### src/rtl/cen_frac_gen.sv
// Multi-channel fractional clock-enable generator: each channel pulses cen at num/den of clk_sys.
// Optional divided-clock toggle outputs are enabled with `define CEN_FRAC_GEN_TOGGLE_EN.
module cen_frac_gen #(
   parameter  int NUM_CH = 4,
   parameter  int ACC_W  = 16,
   localparam int CH_W   = (NUM_CH > 1) ? $clog2(NUM_CH) : 1
) (
   input  logic              clk_sys,
   input  logic              reset,
   input  logic              cfg_we,
   input  logic [CH_W-1:0]   cfg_ch,
   input  logic [ACC_W-1:0]  cfg_num,
   input  logic [ACC_W-1:0]  cfg_den,
   input  logic [NUM_CH-1:0] pause,
   input  logic              resync,
   output logic [NUM_CH-1:0] cen,
   output logic [NUM_CH-1:0] clk_div
);

   for (genvar gi = 0; gi < NUM_CH; gi++) begin : g_ch
      logic [ACC_W-1:0] r_num;
      logic [ACC_W-1:0] r_den;
      logic [ACC_W:0]   r_acc;
      logic             r_cen;
      logic [ACC_W:0]   w_sum;
      logic [ACC_W:0]   w_den_x;
      logic [ACC_W:0]   w_acc_nxt;
      logic             w_cen_nxt;
      logic             w_wr;

      // Channel indices at or beyond NUM_CH never match, so such writes are dropped.
      assign w_wr    = cfg_we && (32'(cfg_ch) == gi);
      assign w_den_x = {1'b0, r_den};
      assign w_sum   = r_acc + {1'b0, r_num};

      always_comb begin
         w_acc_nxt = r_acc;
         w_cen_nxt = 1'b0;
         if (w_wr || resync) begin
            w_acc_nxt = '0;
         end else if (pause[gi]) begin
            w_acc_nxt = r_acc;
         end else if (r_den == '0) begin
            w_acc_nxt = '0;
         end else if (r_num >= r_den) begin
            // Saturated ratio: fire every cycle and keep acc below den.
            w_cen_nxt = 1'b1;
         end else if (w_sum >= w_den_x) begin
            w_acc_nxt = w_sum - w_den_x;
            w_cen_nxt = 1'b1;
         end else begin
            w_acc_nxt = w_sum;
         end
      end

      always_ff @(posedge clk_sys or posedge reset) begin
         if (reset) begin
            r_num <= '0;
            r_den <= '0;
            r_acc <= '0;
            r_cen <= 1'b0;
         end else begin
            if (w_wr) begin
               r_num <= cfg_num;
               r_den <= cfg_den;
            end
            r_acc <= w_acc_nxt;
            r_cen <= w_cen_nxt;
         end
      end

      assign cen[gi] = r_cen;

`ifdef CEN_FRAC_GEN_TOGGLE_EN
      logic r_div;

      always_ff @(posedge clk_sys or posedge reset) begin
         if (reset) begin
            r_div <= 1'b0;
         end else if (w_wr || resync) begin
            r_div <= 1'b0;
         end else if (w_cen_nxt) begin
            r_div <= ~r_div;
         end
      end

      assign clk_div[gi] = r_div;
`else
      assign clk_div[gi] = 1'b0;
`endif
   end

endmodule

### config.mk
export PLATFORM = sky130hd
export DESIGN_NAME = cen_frac_gen
export DESIGN_NICKNAME = d
export VERILOG_FILES = /design/src/rtl/cen_frac_gen.sv
export SDC_FILE = /design/constraint.sdc
export NUM_CORES = 1
export LEC_CHECK = 0
export CORE_MARGIN = 2
export CORE_UTILIZATION = 50
export CTS_BUF_LIST = sky130_fd_sc_hd__clkbuf_4
export CTS_CLUSTER_DIAMETER = 40
export DETAILED_ROUTE_END_ITERATION = 12
export GPL_ROUTABILITY_DRIVEN = 0
export PLACE_DENSITY = 0.67
export SYNTH_ARGS = -nofsm -noshare
export SYNTH_HDL_FRONTEND = slang
export SYNTH_SLANG_ARGS = --single-unit
### constraint.sdc
create_clock -name clk_sys -period 8.3 [get_ports clk_sys]
set_input_delay 0.83 -clock clk_sys [delete_from_list [all_inputs] [get_ports clk_sys]]
set_output_delay 0.83 -clock clk_sys [all_outputs]
set_load 0.005 [all_outputs]
==> results.sh <==
export IMPL_cts_tree="done"
export IMPL_die_area_um2=32700
export IMPL_hpwlAfterDp_um=30400
export IMPL_min_period_over_period_pct=68.8
export IMPL_die_w_um=181
export IMPL_swShare_pct=48.5
export IMPL_max_slew_margin_pct=16.1
export IMPL_grt_usage_pct=24.9
export IMPL_grt_use_met2_pct=41.6
export IMPL_max_freq_mhz=175
export IMPL_insertion_delay_ps=640
export IMPL_fin_ws_ps=2590
export IMPL_fin_setup_tns_ps=0
export IMPL_synth_top_area_share_pct=32.0
export IMPL_wire_per_inst_um=19.3
export IMPL_io_pins=50
export IMPL_hold_viol=0
export IMPL_pwr_share_clk_pct=8.3
export IMPL_hold_path_class="reg -> reg"
export IMPL_grt_max_degree=144
export IMPL_met3_usage_pct=2.72
export IMPL_die_y_um=181
export IMPL_tightestPinTransition_ps=1260
export IMPL_maxCapViolations=0
export IMPL_first_iter_violations=817
export IMPL_grt_busiest_layer="met2"
export IMPL_power_leakage_nw=7.86
export IMPL_grt_pass1_vias=12116
export IMPL_layout_common_cells="dfrtp_1 (200), ha_1 (192), nand2_1 (134)"
export IMPL_cts_reportedPaths_clkPinSlew_ps=210
export IMPL_layout_min_cycle_time_ps=5710
export IMPL_synthesis_instances=1646
export IMPL_crit_arrival_ps=6230
export IMPL_clockBufferDepth=2
export IMPL_seq_area_frac_synth_pct=32.0
export IMPL_ir_drop_mv=0.177
export IMPL_drc_errors=0
export IMPL_hold_buffers=0
export IMPL_antenna_left=0
export IMPL_ys_ff_latch=200
export IMPL_design_area_um2=16800
export IMPL_grt_ovfl_total=0
export IMPL_met1_usage_pct=34.3
export IMPL_setup_viol=0
export IMPL_synth_distinct_cells=75
export IMPL_syn_area_per_cell_um2=9.50
export IMPL_power_frac_comb_pct=71.9
export IMPL_seq_power_share_pct=19.8
export IMPL_power_internal_mw=3.68
export IMPL_antenna_found_initial=6
export IMPL_crit_fanout=11
export IMPL_fin_skew_ps=28.9
export IMPL_async_flop_share_pct=100
export IMPL_wirelength_um=40400
export IMPL_yosys_area_top_type="dfrtp_1"
export IMPL_yosys_most_used_dff="dfrtp_1"
export IMPL_synth_edff_count=0
export IMPL_dr_total_vias=12556
export IMPL_place_ws_ps=2770
export IMPL_dr_pass1_iters=5
export IMPL_final_nets=1925
export IMPL_ys_top_cells_by_area="dfrtp_1 (32%), ha_1 (15%), mux2_2 (8.1%), mux2i_1 (3.7%), xnor2_1 (3.6%)"
export IMPL_outcome="finished clean"
export IMPL_switchingPower_mw=3.45
export IMPL_yosys_warnings=0
export IMPL_cp_end_kind="register"
export IMPL_slew_viol_final=0
export IMPL_areaGrowthSynthToFinish_pct=7.40
export IMPL_post_cts_resize_count=0
export IMPL_port_buffer_count=45
export IMPL_start_util_pct=51.0
export IMPL_clock_sinks=200
export IMPL_mostFrequentLayoutCell="dfrtp_1"
export IMPL_drive_gt1_share_pct=10.0
export IMPL_rsz0062_at_grt="false"
export IMPL_placed_area_um2=16500
export IMPL_startpoint_type="register"
export IMPL_syn_area_um2=15600
export IMPL_grt_pass1_wl_um=64700
export IMPL_cts_root_buf="clkbuf_4"
export IMPL_power_density_nw_per_um2=425
export IMPL_fp_row_count=64
export IMPL_cts_inserted_buffers=17
export IMPL_post_cts_setup_buffers=0
export IMPL_core_um2=30700
export IMPL_critPathKind="reg -> reg"
export IMPL_cts_htree_levels=4
export IMPL_cp_required_ps=8820
export IMPL_vias_per_cell=6.00
export IMPL_r2r_setup_slack_ps=2590
[cells by family after synthesis]
logic type               Yosys count  share of synthesized area [%]
buffers and inverters            150                           4.04
flip-flops                       200                           32.0
AND/OR/NAND/NOR                  389                           11.9
other                              1                         0.0240
AO/OA/AOI/OAI                    439                           18.4
adder cells (fa/ha/maj)          200                           16.4
XOR/XNOR                          95                           5.32
multiplexers                     172                           11.9
[stage by stage]
step,hold slack (ps),utilization [%],total power [mW],std cells
final,510,54.8,7.13,2093
after CTS,515,54.7,7.11,2092
after floorplan,453,-,5.56,1649
after global routing,529,54.8,7.80,2093
after global placement,467,53.7,6.40,2060
after detailed placement,476,53.7,6.50,2060
[registers in the layout, summed over array words and instances (netlist names)]
signal / cells
g_ch.r_num: 64
g_ch.r_den: 64
g_ch.r_acc: 68
g_ch.r_cen: 4
[metal layers]
| metal | up-vias | wire length [um] |
|---|---|---|
| met3 | 54 | 1740 |
| met2 | 288 | 19200 |
| li1 | 6112 | - |
| met1 | 6102 | 18600 |
| met5 | - | 0 |
| met4 | 0 | 870 |
[critical path, cell delays in order, from the launching register on]
cell       delay (ps)
dfrtp_1           440
ha_1              320
a211o_1           340
a2111oi_0         850
o311ai_1          220
a21oi_1           350
o211ai_1          130
a21oi_1           190
xnor2_1           170
ha_1              350
and4_1            270
a311oi_1          360
a21oi_2           120
a2111oi_4         790
buf_4             370
mux2i_1           220
o21ai_1            80
[Yosys cell counts, types with 8 or more instances]
master and number:
a211o_1 8, a211oi_1 22, a21o_1 48, a21oi_1 92, a31oi_1 12, and3_1 10, buf_4 9, clkbuf_1 23
dfrtp_1 200, fa_1 8, ha_1 192, inv_1 111, mux2_2 113, mux2i_1 58, nand2_1 134, nand2b_1 18
nand3_1 29, nand4_1 22, nor2_1 77, nor2b_1 26, nor3_1 27, nor4_1 17, o211ai_1 11, o21a_1 36
o21ai_0 83, o21ai_1 43, o21bai_1 12, xnor2_1 65, xor2_1 30
[layout make-up]
class                   instances  area (um2)
clock inverters                15         203
multi-input cells            1299       10000
clock buffers                  17         128
flip-flops and latches        200        5000
inverters                     111         424
well taps                     396         495
repair buffers                 54         518
fillers                      2790       13900
diodes                          1        2.50
[final timing paths]
| path | start | endpoint | depth (start not counted) |
|---|---|---|---|
| setup / recovery | g_ch[0].r_num[1] | g_ch[0].r_acc[8] | 16 |
| hold / removal | g_ch[2].r_acc[13] | g_ch[2].r_acc[13] | 2 |
| setup reg to reg | g_ch[0].r_num[1] | g_ch[0].r_acc[8] | 16 |
| hold reg to reg | g_ch[2].r_acc[13] | g_ch[2].r_acc[13] | 2 |
| max in group asynchronous | reset | g_ch[0].r_acc[8] | 3 |
| min in group asynchronous | reset | g_ch[3].r_cen | 2 |
[power by group through the flow]
stage / Combinational [mW] / Sequential (mW) / Clock, mW
after floorplan: 4.20 / 1.36 / 0
after global placement: 4.97 / 1.42 / 0
after detailed placement: 5.07 / 1.43 / 0
after CTS: 5.10 / 1.41 / 0.602
after global routing: 5.71 / 1.44 / 0.645
final: 5.12 / 1.41 / 0.593
Note: power is estimated with default switching activity, not from simulation.
